===== config.mk =====
export PLATFORM = sky130hd
export DESIGN_NAME = fetch_prefetch_buffer
export DESIGN_NICKNAME = d
export VERILOG_FILES = /design/src/rtl/fetch_prefetch_buffer.sv
export SDC_FILE = /design/constraint.sdc
export NUM_CORES = 1
export LEC_CHECK = 0
export BUFFER_PORTS_ARGS = -buffer_cell sky130_fd_sc_hd__buf_4
export CAP_MARGIN = 10
export CORE_ASPECT_RATIO = 1.1
export CORE_MARGIN = 2
export CORE_UTILIZATION = 45
export DETAILED_ROUTE_END_ITERATION = 12
export GPL_TIMING_DRIVEN = 0
export PLACE_DENSITY = 0.64
export SLEW_MARGIN = 30
export SYNTH_ARGS = -nofsm -noshare
export SYNTH_HDL_FRONTEND = slang
export SYNTH_SLANG_ARGS = --single-unit

===== constraint.sdc =====
create_clock -name clk -period 10.7 [get_ports clk]
set_clock_uncertainty 0.05 [all_clocks]
set_input_delay 1.07 -clock clk [delete_from_list [all_inputs] [get_ports clk]]
set_output_delay 1.07 -clock clk [all_outputs]
set_load 0.01 [all_outputs]

===== src/rtl/fetch_prefetch_buffer.sv =====
// Fetch-side prefetch queue: sequential word reads, PC-tagged FIFO to decode, redirect flush, HALT stop.
// Optional FETCH_BYPASS_EN lets a response reach decode combinationally when the FIFO is empty.
module fetch_prefetch_buffer #(
  parameter int DEPTH = 4,
  parameter int PC_W  = 64
) (
  input  logic            clk,
  input  logic            reset,
  output logic            imem_req,
  output logic [PC_W-1:0] imem_addr,
  input  logic [31:0]     imem_rdata,
  input  logic            redirect,
  input  logic [PC_W-1:0] redirect_pc,
  output logic            inst_valid,
  input  logic            inst_ready,
  output logic [31:0]     inst,
  output logic [PC_W-1:0] inst_pc,
  output logic            halted
);

  localparam int              PTR_W   = $clog2(DEPTH);
  localparam logic [PTR_W:0]  DEPTH_L = (PTR_W + 1)'(DEPTH);

  function automatic logic is_halt(input logic [31:0] w);
    return &w[31:21];
  endfunction

  logic [31:0]     mem_data [DEPTH];
  logic [PC_W-1:0] mem_pc   [DEPTH];
  logic [PTR_W-1:0] rd_ptr, wr_ptr;
  logic [PTR_W:0]   count;
  logic [PC_W-1:0]  fetch_pc;
  logic [PC_W-1:0]  pc_p1;
  logic             vld_p1;
  logic             halt_seen;

  logic             redir_eff, resp_ok, fifo_empty, byp;
  logic             xfer, pop, push;
  logic [31:0]      head_data;
  logic [PC_W-1:0]  head_pc;
  logic             unused_bits;

  assign unused_bits = ^redirect_pc[1:0];

  // Stage p0: issue request at fetch_pc
  assign redir_eff  = redirect && !halted;
  assign imem_req   = !reset && !redirect && !halt_seen &&
                      ((count + {{PTR_W{1'b0}}, vld_p1}) < DEPTH_L);
  assign imem_addr  = fetch_pc;

  // Stage p1: response arrives, either pushed or (with bypass) handed straight to decode
  assign resp_ok    = vld_p1 && !reset && !redir_eff && !halt_seen;
  assign fifo_empty = (count == '0);

`ifdef FETCH_BYPASS_EN
  assign byp       = resp_ok && fifo_empty;
  assign head_data = fifo_empty ? imem_rdata : mem_data[rd_ptr];
  assign head_pc   = fifo_empty ? pc_p1      : mem_pc[rd_ptr];
`else
  assign byp       = 1'b0;
  assign head_data = mem_data[rd_ptr];
  assign head_pc   = mem_pc[rd_ptr];
`endif

  assign inst_valid = !fifo_empty || byp;
  assign inst       = inst_valid ? head_data : '0;
  assign inst_pc    = inst_valid ? head_pc   : '0;

  assign xfer = inst_valid && inst_ready;
  assign pop  = xfer && !fifo_empty;
  assign push = resp_ok && !(byp && inst_ready);

  always_ff @(posedge clk) begin
    if (imem_req) pc_p1 <= fetch_pc;
    if (push) begin
      mem_data[wr_ptr] <= imem_rdata;
      mem_pc[wr_ptr]   <= pc_p1;
    end
  end

  always_ff @(posedge clk) begin
    if (reset) begin
      rd_ptr    <= '0;
      wr_ptr    <= '0;
      count     <= '0;
      fetch_pc  <= '0;
      vld_p1    <= 1'b0;
      halt_seen <= 1'b0;
      halted    <= 1'b0;
    end else begin
      if (xfer && is_halt(inst)) halted <= 1'b1;
      if (redir_eff) begin
        // A head transfer in this cycle still completes; everything behind it is dropped.
        rd_ptr    <= '0;
        wr_ptr    <= '0;
        count     <= '0;
        fetch_pc  <= {redirect_pc[PC_W-1:2], 2'b00};
        vld_p1    <= 1'b0;
        halt_seen <= 1'b0;
      end else begin
        rd_ptr <= rd_ptr + PTR_W'(pop);
        wr_ptr <= wr_ptr + PTR_W'(push);
        count  <= count + (PTR_W + 1)'(push) - (PTR_W + 1)'(pop);
        if (resp_ok && is_halt(imem_rdata)) halt_seen <= 1'b1;
        vld_p1 <= imem_req;
        if (imem_req) fetch_pc <= fetch_pc + PC_W'(4);
      end
    end
  end

endmodule


**Word level (Yosys, flattened, before mapping)**

Memories as Yosys holds them, arrays and structs flattened. A register that Yosys moved wholly into a read port is not among the register bits.
Index checks and enable logic that the tools add are counted.

- Bits in registers: 138
- Memories kept: 2
- Bits in writable memories: 384
- Bits of input ports: 100
- Output and inout port bits: 163

- Reductions and logical operators: 22
- Mux-type cells: 8
- Add/subtract/negate cells: 6
- Magnitude comparators: 1

Memory list:

| name | words | bits a word | read ports | clocked after memory_dff | write ports | line | text |
|---|---|---|---|---|---|---|---|
| mem_pc | 4 | 64 | 1 | 1 | 1 | 29 | `logic [PC_W-1:0] mem_pc [DEPTH];` |
| mem_data | 4 | 32 | 1 | 1 | 1 | 28 | `logic [31:0] mem_data [DEPTH];` |

Operators with widths:

| operator | count |
|---|---|
| 64-bit 2-to-1 mux | 3 |
| 64-bit by 3-bit adder with 64-bit output, second input constant | 1 |
| 32-bit 2-to-1 mux | 1 |
| 11-bit AND reduction | 2 |
| 1-bit logical AND | 11 |
| 3-bit by 1-bit adder with 3-bit output | 2 |
| 1-bit zero test | 6 |
| 2-bit by 1-bit adder with 2-bit output | 2 |
| 2-bit 2-to-1 mux | 2 |
| 3-bit zero test | 1 |
| 3-bit less-than comparator, second input constant | 1 |
| 3-bit by 1-bit subtractor with 3-bit output | 1 |
| 1-bit 2-to-1 mux | 2 |
| 2-bit nonzero test | 1 |
| 2-bit OR reduction | 1 |

**Logic depth before layout (Yosys ltp)**

Gate-level depths: netlist of the first run.

- Depth in word-level cells: 7
- Depth in mapped cells: 11

**Worst setup path after synthesis of the first run**

No wires, ideal clock.

- Kind: input to register
- Start point: in redirect
- End point: mem mem_data[0][0], enable pin
- Path slack: 0.940 ns
- Stages on the path: 5
- Required time: 9.966 ns
- Arrival: 9.026 ns
- Path through: nand2b_1 > clkbuf_1 > nand2_1 > nor3b_1 > nor3b_1

- Cells in the longest elaborated chain, start to end: 6

Ends and longest elaborated chain:

| item | line | text |
|---|---|---|
| start, declared | 12 | `input logic redirect,` |
| 1-bit logical AND | 46 | `assign redir_eff = redirect && !halted;` |
| 1-bit zero test | 52 | `assign resp_ok = vld_p1 && !reset && !redir_eff && !halt_seen;` |
| 1-bit logical AND (2 in a row) | 52 |  |
| 1-bit 2-to-1 mux | 75 | `if (push) begin` |
| 1-bit 2-to-1 mux (implied by the code) | 76 | `mem_data[wr_ptr] <= imem_rdata;` |
| end, declared | 28 |  |

Every way passes these cells.

==> reports/summary.txt, run 1 <==
WORST SETUP PATH
----------------------------------------------------------------------------------
Kind of cell adding the most delay to the critical path               buffers and inverters
Critical Path Max Stage Delay                                              0.62 ns
Worst Reg2Reg Path Length in Cells                                               9
End of the worst register-to-register path                            mem_data[0][2]$_DFFE_PP_
Startpoint type of the worst setup path                                   register
Minimum setup slack among reg-to-reg paths                                 6.66 ns
CP bufs+invs                                                                     4
Worst Path Max Fanout                                                           10
Crit-path slowest cell                                                sky130_fd_sc_hd__buf_1
Cells traversed along the worst timing path                           clkbuf_1, buf_1, buf_2, mux4_2, and2_1, buf_4
Crit path capture type                                                  output pin
WP data arrival                                                            3.26 ns
Crit path kind                                                          reg -> out
Critical path launch point                                            rd_ptr[0]$_SDFF_PP0_
Reg2Reg Launch Point                                                  halted$_SDFFE_PP0P_
Data required time at the worst endpoint                                   9.58 ns

CLOCK NETWORK
----------------------------------------------------------------------------------
Clk pin slew, worst setup/hold paths                                       0.05 ns
Number of buffers created by CTS                                                51
Buffers from clock root to sink, at most                                         3
CTS root buffer                                                       sky130_fd_sc_hd__clkbuf_16
Total setup buffers inserted after CTS                                           0
Clock sink count                                                               510
Post-CTS sizing                                                                  0
Clock latency of the later-clocked register in the worst-skew pair         0.59 ns
TritonCTS clock tree                                                           yes
# hold bufs at CTS                                                               0
CTS H-tree depth                                                                 2

DETAILED ROUTING
----------------------------------------------------------------------------------
Violation count after the first detailed-routing iteration                     939
Detail Route Antenna Nets                                                        0
Number of vias per cell after detailed routing                                5.61
Average detailed-routed wire length per instance                           24.0 um
Routed Wire Length                                                         52.0 mm
Routed vias                                                                  12200
Number of detailed-route iterations in the first pass                            5
Detailed-route DRC error count                                                   0

STA
----------------------------------------------------------------------------------
Final worst-path cycle share                                                 0.409
Min setup slack post-route                                                 6.32 ns
Final number of max-transition violations                                        0
Slew at the pin with the worst max-slew slack                             0.850 ns
RSZ-0062 raised after global routing                                            no
Shortest clock period the worst path allows after layout                   4.38 ns
Endpoints failing setup                                                          0
Worst-case headroom to the max-slew limit                                    0.432
Max frequency                                                            0.228 GHz
Final hold violation count                                                       0

PLACED DESIGN
----------------------------------------------------------------------------------
Placer congestion estimate                                                   0.837
Placed cell count                                                             2069
Placement-stage cell area                                               23400 um^2
Dpl hpwl                                                                   36.3 mm
Port Buffer Count                                                              255
Worst slack at placement                                                   5.99 ns

SYNTH
----------------------------------------------------------------------------------
Syn Inst Count                                                                1201
Number of enable flip-flop cells after synthesis                               438
Async set or reset register ratio after synthesis                                0
Average cell area after synthesis                                        16.8 um^2
Top cell type by total area after synthesis                           sky130_fd_sc_hd__edfxtp_1
Library cells used by synthesis                                                 49
Synth Flop Type                                                       sky130_fd_sc_hd__edfxtp_1
Top cell type's share of synthesized area                                    0.651
Number of warnings printed during yosys synthesis                                0
Synth top area cells                                                  sky130_fd_sc_hd__edfxtp_1, sky130_fd_sc_hd__mux4_2, sky130_fd_sc_hd__dfxtp_1
Number of register bits inferred by synthesis                                  510
Share of synthesized area occupied by flip-flops and latches                 0.723
Netlist Area Pre-Place                                                  20200 um^2

HOLD PATH
----------------------------------------------------------------------------------
Path category of the worst min-delay check                              reg -> reg
Worst Hold Depth                                                                 0
Worst Min Path Start                                                  pc_p1[29]$_DFFE_PP_
Worst hold path endpoint                                              mem_pc[0][29]$_DFFE_PP_

LAYOUT
----------------------------------------------------------------------------------
Leading cell type in the layout, fill and taps excluded               sky130_fd_sc_hd__edfxtp_1
Post-route core utilization                                                  0.566
Total of fill cells in the finished design                                    3518
Non-Filler Instances                                                          2165
Area growth from synthesis to layout                                         24.4%
Share of final-layout standard cells stronger than drive strength 1          0.310
Post-layout net count                                                         1645
Final design area excluding fillers                                     25100 um^2
Commonest cells after routing, fill and taps aside                    sky130_fd_sc_hd__edfxtp_1, sky130_fd_sc_hd__buf_4, sky130_fd_sc_hd__and2_1, sky130_fd_sc_hd__mux4_2, sky130_fd_sc_hd__dfxtp_1

GLOBAL ROUTE
----------------------------------------------------------------------------------
Total overflow reported by the global router                                     0
Global-route wire length before repair                                     75.4 mm
Largest net degree at the start of global routing                               38
Total global routing track utilization                                       0.223
Number of global-route vias before repair                                    11900
Number of antenna violations at the first check in global routing                2

POWER AND IR DROP
----------------------------------------------------------------------------------
Worst vdd ir                                                                170 uV
P_leak                                                                     8.51 nW
Power Dens Cells                                                       171 nW/um^2
Power consumption                                                          4.30 mW

DIE
----------------------------------------------------------------------------------
Boundary pin count                                                             263
Number of core rows                                                             81
Starting utilization of the core area                                        0.455
Vert. Die Dim                                                               226 um
Floorplan die area                                                      46600 um^2
Placeable core region                                                   44400 um^2
Die width                                                                   206 um

RUN STATUS
----------------------------------------------------------------------------------
Outcome                                                               finished, final reports clean

RUN
----------------------------------------------------------------------------------
Max_cap viols                                                                    0

-- area by class of cell --
class,instances,area (um^2),area share
Sequential cell,510,14600,0.581
Antenna cell,2,5.00,0.000199
Buffer,68,294,0.0117
Clock inverter,32,388,0.0154
Inverter,10,42.5,0.00169
Multi-Input combinational cell,616,5310,0.211
Tap cell,581,727,0.0289
Timing Repair Buffer,284,2390,0.0953
Clock buffer,62,1360,0.0541
-- state kept, by name, indices dropped and copies added, names as in the netlist --
register / flops
imem_addr: 62
halt_seen: 1
wr_ptr: 2
count: 3
vld_p1: 1
halted: 1
rd_ptr: 2
mem_data: 128
mem_pc: 248
pc_p1: 62
-- cell usage after synthesis (3+ instances only) --
cell and count:
sky130_fd_sc_hd__buf_2 10, sky130_fd_sc_hd__o31a_1 4, sky130_fd_sc_hd__edfxtp_1 438, sky130_fd_sc_hd__a21oi_1 20, sky130_fd_sc_hd__nand2_1 40, sky130_fd_sc_hd__clkbuf_1 46
sky130_fd_sc_hd__mux4_2 94, sky130_fd_sc_hd__buf_4 4, sky130_fd_sc_hd__nand4_1 29, sky130_fd_sc_hd__a211oi_1 12, sky130_fd_sc_hd__inv_1 9, sky130_fd_sc_hd__or4_1 13
sky130_fd_sc_hd__dfxtp_1 72, sky130_fd_sc_hd__xor2_1 13, sky130_fd_sc_hd__and4_1 9, sky130_fd_sc_hd__o21ai_0 57, sky130_fd_sc_hd__nand3_1 35, sky130_fd_sc_hd__a31oi_1 21
sky130_fd_sc_hd__and3_1 15, sky130_fd_sc_hd__nor3_1 23, sky130_fd_sc_hd__buf_1 7, sky130_fd_sc_hd__nor4_1 18, sky130_fd_sc_hd__ha_1 3, sky130_fd_sc_hd__or3_1 14
sky130_fd_sc_hd__and2_1 100, sky130_fd_sc_hd__xnor2_1 21, sky130_fd_sc_hd__nor2_1 36, sky130_fd_sc_hd__o31ai_1 10, sky130_fd_sc_hd__a311oi_1 3
-- worst max-delay path by stage --
stage	to	cells after the start
6_report	inst_pc[4]	6
5_1_grt	inst_pc[3]	6
3_3_place_gp	mem_pc[0][47]$_DFFE_PP_	6
3_5_place_dp	mem_data[0][2]$_DFFE_PP_	10
2_1_floorplan	mem_data[0][0]$_DFFE_PP_	5
4_1_cts	inst_pc[62]	6
-- cells by family after synthesis --
| family | share of synthesized area |
|---|---|
| flip-flops | 0.723 |
| buffers and inverters | 0.0162 |
| adder cells (fa/ha/maj) | 0.00285 |
| XOR/XNOR | 0.0147 |
| multiplexers | 0.105 |
| AND/OR/NAND/NOR | 0.0968 |
| AO/OA/AOI/OAI | 0.0415 |
| other | 0.000186 |
-- through the flow --
step / hold slack (ns) / TNS, ns
finish: 0.441 / 0
global route: 0.456 / 0
CTS: 0.442 / 0
detailed placement: 0.429 / 0
global placement: 0.417 / -595.12
floorplan: 0.409 / 0
-- per-layer routing --
layer,vias to the layer above,wire length [um],track usage
met2,451,25400,0.356
li1,5469,-,-
met3,81,3350,0.0381
met1,6155,21400,0.303
met4,0,1790,0.0988
met5,-,0,0
-- where the power goes --
| group | total [mW] | leakage, nW | internal (mW) | switching, mW |
|---|---|---|---|---|
| clock | 1.85 | 0.850 | 1.10 | 0.750 |
| combinational | 0.204 | 3.08 | 0.0959 | 0.108 |
| sequential | 2.24 | 4.59 | 2.19 | 0.0484 |
(Power assumes the default switching activity.)
==> run 2, diff against run 1 <==
PLACE_DENSITY = 0.66   (was 0.64)
clock period = 4 ns   (was 10.7 ns; I/O delays follow)
==> reports/summary.txt, run 2 (synthesized netlist as in run 1, its figures left out) <==
STA
----------------------------------------------------------------------------------
Worst-case headroom to the max-slew limit                                    0.416   -0.0158
Final number of max-transition violations                                        0   unchanged
Min setup slack post-route                                                0.239 ns   -6.08 ns
Slew at the pin with the worst max-slew slack                             0.876 ns   +0.0256 ns
Total Neg Setup Slack                                                         0 ns   unchanged
Worst hold slack across all endpoints                                    0.0494 ns   -0.392 ns
Endpoints failing setup                                                          0   unchanged
Final hold violation count                                                       0   unchanged
Final worst-path cycle share                                                 0.940
RSZ-0062 raised after global routing                                            no
Max frequency                                                            0.266 GHz
Shortest clock period the worst path allows after layout                   3.76 ns

WORST SETUP PATH
----------------------------------------------------------------------------------
Kind of cell adding the most delay to the critical path               buffers and inverters
Reg2Reg Launch Point                                                  halted$_SDFFE_PP0P_
Startpoint type of the worst setup path                                   register
End of the worst register-to-register path                            mem_data[0][10]$_DFFE_PP_
Crit path kind                                                          reg -> out
Crit-path slowest cell                                                sky130_fd_sc_hd__clkbuf_1
Most frequent CP cell                                                 sky130_fd_sc_hd__clkbuf_1
Minimum setup slack among reg-to-reg paths                                 0.90 ns   -5.76 ns
Crit path capture type                                                  output pin
Data required time at the worst endpoint                                   3.55 ns   -6.03 ns
Worst Reg2Reg Path Length in Cells                                               8   -1
Critical Path Max Stage Delay                                              0.73 ns   +0.11 ns
WP data arrival                                                            3.31 ns   +0.05 ns
CP bufs+invs                                                                     4   unchanged
Worst Path Max Fanout                                                           10   unchanged
Cells traversed along the worst timing path                           or3_1, clkbuf_1, clkbuf_1, clkbuf_1, and2_1, buf_4

CLOCK NETWORK
----------------------------------------------------------------------------------
Clock sink count                                                               510   unchanged
TritonCTS clock tree                                                           yes
Buffers from clock root to sink, at most                                         3   unchanged
CTS root buffer                                                       sky130_fd_sc_hd__clkbuf_16
Number of buffers created by CTS                                                50   -2.0%
Clock latency of the later-clocked register in the worst-skew pair         0.59 ns   about the same
Total setup buffers inserted after CTS                                           0   unchanged
CTS H-tree depth                                                                 2   unchanged
Clk pin slew, worst setup/hold paths                                       0.07 ns   +0.02 ns

LAYOUT
----------------------------------------------------------------------------------
Leading cell type in the layout, fill and taps excluded               sky130_fd_sc_hd__edfxtp_1
Post-route core utilization                                                  0.573   +0.00764
Number of flip-flops in the largest register                                   248   unchanged
Area growth from synthesis to layout                                         26.1%
Final design area excluding fillers                                     25500 um^2   +1.4%
Biggest regs                                                          mem_pc: 248 flops, mem_data: 128 flops
Share of final-layout standard cells stronger than drive strength 1          0.299   -0.0115
Most flops, register                                                        mem_pc
Commonest cells after routing, fill and taps aside                    sky130_fd_sc_hd__edfxtp_1, sky130_fd_sc_hd__buf_4, sky130_fd_sc_hd__and2_1, sky130_fd_sc_hd__mux4_2, sky130_fd_sc_hd__dfxtp_1
Post-layout net count                                                         1676   +1.9%

DIE
----------------------------------------------------------------------------------
Vert. Die Dim                                                               226 um   unchanged
Die width                                                                   206 um   unchanged
Number of core rows                                                             81   unchanged
Boundary pin count                                                             263   unchanged
Starting utilization of the core area                                        0.455   unchanged
Floorplan die area                                                      46600 um^2   unchanged
Placeable core region                                                   44400 um^2   unchanged

PLACED DESIGN
----------------------------------------------------------------------------------
Dpl hpwl                                                                   36.4 mm   +0.12%
Worst slack at placement                                                  0.679 ns   -5.31 ns
Port Buffer Count                                                              255   unchanged
Placer congestion estimate                                                   0.863   +3.1%
Placement-stage cell area                                               23400 um^2   +0.27%

DETAILED ROUTING
----------------------------------------------------------------------------------
Number of detailed-route iterations in the first pass                            5   unchanged
Number of vias per cell after detailed routing                                5.61   -0.14%
Detailed-route DRC error count                                                   0   unchanged
Violation count after the first detailed-routing iteration                    1076   +15%
Routed Wire Length                                                         52.2 mm   +0.37%
Average detailed-routed wire length per instance                           23.8 um   -1.0%
Routed vias                                                                  12300   +1.2%
Detail Route Antenna Nets                                                        0   unchanged

POWER AND IR DROP
----------------------------------------------------------------------------------
P_leak                                                                     8.62 nW   +1.3%
Worst vdd ir                                                                340 uV   +100%
Power Dens Cells                                                       446 nW/um^2   +160%

HOLD PATH
----------------------------------------------------------------------------------
Worst Hold Depth                                                                 3   +3
Worst hold path endpoint                                              imem_addr[19]$_SDFFE_PP0P_
Worst Min Path Start                                                  redirect_pc[19]
Path category of the worst min-delay check                               in -> reg

RUN STATUS
----------------------------------------------------------------------------------
Outcome                                                               finished, final reports clean

GLOBAL ROUTE
----------------------------------------------------------------------------------
Total overflow reported by the global router                                     0   unchanged
Number of global-route vias before repair                                    12300   +3.3%
Number of antenna violations at the first check in global routing                2   unchanged
Largest net degree at the start of global routing                               57   +50%
Total global routing track utilization                                       0.227   +0.00323
Global-route wire length before repair                                     77.5 mm   +2.8%

RUN
----------------------------------------------------------------------------------
Max_cap viols                                                                    0   unchanged

run 2: cell count changes in the layout (fill, tap and decap cells not counted), moves of 3 or more:
cell / before / now
sky130_fd_sc_hd__clkinvlp_4: 5 / 2
sky130_fd_sc_hd__dlygate4sd3_1: 0 / 36
sky130_fd_sc_hd__clkinv_2: 13 / 7
sky130_fd_sc_hd__buf_4: 273 / 259
sky130_fd_sc_hd__clkbuf_1: 52 / 61
sky130_fd_sc_hd__buf_8: 0 / 3
sky130_fd_sc_hd__clkinv_4: 0 / 3
sky130_fd_sc_hd__bufinv_16: 8 / 5
sky130_fd_sc_hd__buf_6: 2 / 8
run 2: metal layers:
layer	GRT usage	up-vias	wire length [um]
met5	0	-	12
met4	0.0790	2	1660
met3	0.0491	105	3880
met2	0.365	481	25400
met1	0.305	6201	21200
li1	-	5518	-
run 2: worst max path at each step:
stage                         start                         to  slack (ns)  cells after the start
6_report        count[1]$_SDFF_PP0_                inst_pc[34]        0.24                      6
5_1_grt         count[1]$_SDFF_PP0_                inst_pc[34]        0.04                      6
4_1_cts        rd_ptr[0]$_SDFF_PP0_                inst_pc[61]        0.05                      6
3_5_place_dp   rd_ptr[0]$_SDFF_PP0_                inst_pc[60]        0.68                      6
3_3_place_gp               redirect  mem_data[0][10]$_DFFE_PP_       -2.46                      6
2_1_floorplan                 reset   mem_data[0][0]$_DFFE_PP_        0.01                      5
run 2: timing repair:
action / 4_1_cts / 5_1_grt
gates resized for setup: 0 / 4
hold buffers: 36 / 0
endpoints found under the setup margin: 0 / 10
endpoints found under the hold margin: 133 / 0
run 2: through the flow:
stage | total power, mW | std cells
floorplan | 6.30 | 1204
global placement | 6.64 | 2040
detailed placement | 6.66 | 2065
CTS | 11.4 | 2194
global route | 11.7 | 2195
finish | 11.3 | 2195
run 2: cell type report:
| cell class | instances | area (um^2) |
|---|---|---|
| well taps | 581 | 727 |
| fillers | 3503 | 18900 |
| clock inverters | 20 | 243 |
| clock buffers | 73 | 1420 |
| flip-flops and latches | 510 | 14600 |
| multi-input cells | 616 | 5330 |
| repair buffers | 316 | 2800 |
| inverters | 10 | 42.5 |
| plain buffers | 68 | 295 |
| diodes | 1 | 2.50 |
run 2: worst min-delay path, delay by kind of cell:
| kind | cells | cell delay (ns) |
|---|---|---|
| buffers and inverters | 1 | 0.08 |
| AO/OA/AOI/OAI | 2 | 0.17 |
run 2: report_power, final:
| part | internal [mW] | switching (mW) |
|---|---|---|
| clock | 2.79 | 1.97 |
| sequential | 5.87 | 0.127 |
| combinational | 0.281 | 0.300 |
==> run 3, diff against run 2 <==
BUFFER_PORTS_ARGS = default   (was -buffer_cell sky130_fd_sc_hd__buf_4)
DONT_BUFFER_PORTS = 1   (was default)
PLACE_DENSITY = 0.61   (was 0.66)
==> reports/summary.txt, run 3 (synthesized netlist as in run 1, its figures left out) <==
RUN STATUS
----------------------------------------------------------------------------------
Outcome                                                               finished, final reports clean

PLACED DESIGN
----------------------------------------------------------------------------------
Placer congestion estimate                                                   0.843   -2.4%
Dpl hpwl                                                                   36.7 mm   +0.81%
Placement-stage cell area                                               21500 um^2   -8.1%
Placed cell count                                                             1812   -12%
Port Buffer Count                                                                0   -100%

STA
----------------------------------------------------------------------------------
Final hold violation count                                                       0   unchanged
Endpoints failing setup                                                          0   unchanged
Max frequency                                                            0.267 GHz   +0.58%
Shortest clock period the worst path allows after layout                   3.74 ns   -0.0217 ns
Slew at the pin with the worst max-slew slack                             0.891 ns   +0.0155 ns
RSZ-0062 raised after global routing                                            no
Final worst-path cycle share                                                 0.935   -0.00542
Worst-case headroom to the max-slew limit                                    0.406   -0.0103
Final number of max-transition violations                                        0   unchanged

DIE
----------------------------------------------------------------------------------
Boundary pin count                                                             263   unchanged
Starting utilization of the core area                                        0.455   unchanged
Number of core rows                                                             81   unchanged
Die width                                                                   206 um   unchanged
Floorplan die area                                                      46600 um^2   unchanged
Vert. Die Dim                                                               226 um   unchanged
Placeable core region                                                   44400 um^2   unchanged

CLOCK NETWORK
----------------------------------------------------------------------------------
CTS H-tree depth                                                                 2   unchanged
Number of buffers created by CTS                                                51   +2.0%
Clock sink count                                                               510   unchanged
TritonCTS clock tree                                                           yes
Total setup buffers inserted after CTS                                           0   unchanged
Clk pin slew, worst setup/hold paths                                       0.06 ns   about the same
CTS root buffer                                                       sky130_fd_sc_hd__clkbuf_16
Buffers from clock root to sink, at most                                         3   unchanged
Post-CTS sizing                                                                  0   unchanged
Clock latency of the later-clocked register in the worst-skew pair         0.60 ns   about the same

LAYOUT
----------------------------------------------------------------------------------
Commonest cells after routing, fill and taps aside                    sky130_fd_sc_hd__edfxtp_1, sky130_fd_sc_hd__and2_1, sky130_fd_sc_hd__dlygate4sd3_1, sky130_fd_sc_hd__mux4_2, sky130_fd_sc_hd__dfxtp_1
Post-layout net count                                                         1483   -12%
Biggest regs                                                          mem_pc: 248 flops, mem_data: 128 flops
Area growth from synthesis to layout                                         20.2%
Share of final-layout standard cells stronger than drive strength 1          0.165   -0.134
Number of flip-flops in the largest register                                   248   unchanged
Most flops, register                                                        mem_pc
Total of fill cells in the finished design                                    3533   +0.86%
Non-Filler Instances                                                          2005   -8.7%
Leading cell type in the layout, fill and taps excluded               sky130_fd_sc_hd__edfxtp_1
Final design area excluding fillers                                     24300 um^2   -4.6%

POWER AND IR DROP
----------------------------------------------------------------------------------
Worst vdd ir                                                                381 uV   +12%
Fraction of power consumed by combinational cells                            0.036   -0.015
Flop pwr share                                                               0.524   -0.005
Clock power frac                                                             0.440   +0.020
Switching Power                                                            2.42 mW   +0.60%
Power Dens Cells                                                       474 nW/um^2   +6.4%
Power Internal                                                             9.09 mW   +1.7%
Switching power as a share of total power                                    0.210   -0.00175
P_leak                                                                     7.61 nW   -12%

DETAILED ROUTING
----------------------------------------------------------------------------------
Detailed-route DRC error count                                                   0   unchanged
Routed vias                                                                  11800   -4.2%
Routed Wire Length                                                         52.9 mm   +1.4%
Average detailed-routed wire length per instance                           26.4 um   +11%
Number of vias per cell after detailed routing                                5.88   +4.9%
Number of detailed-route iterations in the first pass                            7   +2
Violation count after the first detailed-routing iteration                     863   -20%
Detail Route Antenna Nets                                                        0   unchanged

GLOBAL ROUTE
----------------------------------------------------------------------------------
Number of antenna violations at the first check in global routing                6   +4
Total overflow reported by the global router                                     0   unchanged
Number of global-route vias before repair                                    11900   -3.1%
Largest net degree at the start of global routing                               44   -23%
Total global routing track utilization                                       0.227   +0.000738
Global-route wire length before repair                                     77.2 mm   -0.39%

WORST SETUP PATH
----------------------------------------------------------------------------------
WP data arrival                                                            3.29 ns   -0.02 ns
Worst Path Max Fanout                                                           10   unchanged
Data required time at the worst endpoint                                   3.55 ns   about the same
Critical Path Max Stage Delay                                              0.68 ns   -0.05 ns
Startpoint type of the worst setup path                                   register
Crit-path slowest cell                                                sky130_fd_sc_hd__buf_1
Cells traversed along the worst timing path                           clkbuf_1, buf_2, buf_1, mux4_2, and2_1
Crit path capture type                                                  output pin
Crit path kind                                                          reg -> out

HOLD PATH
----------------------------------------------------------------------------------
Path category of the worst min-delay check                               in -> reg

RUN
----------------------------------------------------------------------------------
Max_cap viols                                                                    0   unchanged

-- run 3: cell types whose count changed in the layout (fill, tap and decap cells not counted), moves of 2 or more --
cell	previous run	this run
sky130_fd_sc_hd__buf_4	259	4
sky130_fd_sc_hd__dlygate4sd3_1	36	95
sky130_fd_sc_hd__clkbuf_1	61	51
sky130_fd_sc_hd__clkinvlp_4	2	6
sky130_fd_sc_hd__diode_2	1	5
sky130_fd_sc_hd__bufinv_16	5	8
sky130_fd_sc_hd__clkinv_1	3	6
sky130_fd_sc_hd__buf_1	5	7
sky130_fd_sc_hd__buf_16	13	11
sky130_fd_sc_hd__buf_8	3	5
sky130_fd_sc_hd__clkbuf_2	4	2
sky130_fd_sc_hd__clkbuf_8	4	6
sky130_fd_sc_hd__clkinv_2	7	5
-- run 3: through the flow --
stage	TNS (ns)	setup WS [ns]	hold slack [ns]	utilization	total power, mW
detailed placement	0	0.742	0.430	0.485	6.47
global route	0	0.00975	0.0679	0.547	11.8
global placement	-591.01	-2.49	0.419	0.472	6.45
CTS	0	0.109	0.0103	0.546	11.6
finish	0	0.261	0.0466	0.547	11.5
floorplan	0	0.0131	0.409	-	6.30
-- run 3: metal layers --
metal	share of wire	global-route usage	vias up	wire (um)
met3	0.077	0.0560	110	4070
met5	0.00021	0	-	11
met1	0.40	0.292	6058	21100
met4	0.033	0.0878	2	1720
met2	0.49	0.373	473	26000
li1	-	-	5150	-
-- run 3: what timing repair did --
| action | in CTS | in global routing |
|---|---|---|
| hold endpoints to repair | 189 | 0 |
| setup endpoints to repair | 0 | 0 |
| hold buffers | 95 | 0 |
-- run 3: power by group through the flow --
stage | clock [mW] | combinational [mW] | sequential (mW)
floorplan | 0 | 0.219 | 6.08
global placement | 0 | 0.302 | 6.15
detailed placement | 0 | 0.318 | 6.15
CTS | 5.17 | 0.417 | 6.03
global route | 5.35 | 0.450 | 6.05
finish | 5.06 | 0.414 | 6.03
-- run 3: critical path, delay by kind of cell, from the launching register on --
kind	cells	cell delay, ns
AND/OR/NAND/NOR	1	0.23
buffers and inverters	3	1.60
multiplexers	1	0.58
flip-flops	1	0.30
-- run 3: cell type report --
type	instances	area, um^2	share of cell area
Antenna cell	5	12.5	0.000516
Timing Repair Buffer	122	1480	0.0609
Inverter	10	42.5	0.00175
Clock inverter	27	355	0.0146
Sequential cell	510	14600	0.601
Tap cell	581	727	0.0300
Buffer	68	293	0.0121
Clock buffer	66	1440	0.0591
Multi-Input combinational cell	616	5330	0.220
-- run 3: path summary, 6_finish.rpt --
path / start / to / slack [ns] / cells after the start
setup / recovery: rd_ptr[0]$_SDFF_PP0_ / inst_pc[57] / 0.26 / 5
hold reg to reg: pc_p1[36]$_DFFE_PP_ / mem_pc[3][36]$_DFFE_PP_ / 0.45 / 0
setup reg to reg: imem_addr[3]$_SDFFE_PP0P_ / imem_addr[60]$_SDFFE_PP0P_ / 0.73 / 6
hold / removal: redirect_pc[56] / imem_addr[56]$_SDFFE_PP0P_ / 0.05 / 3
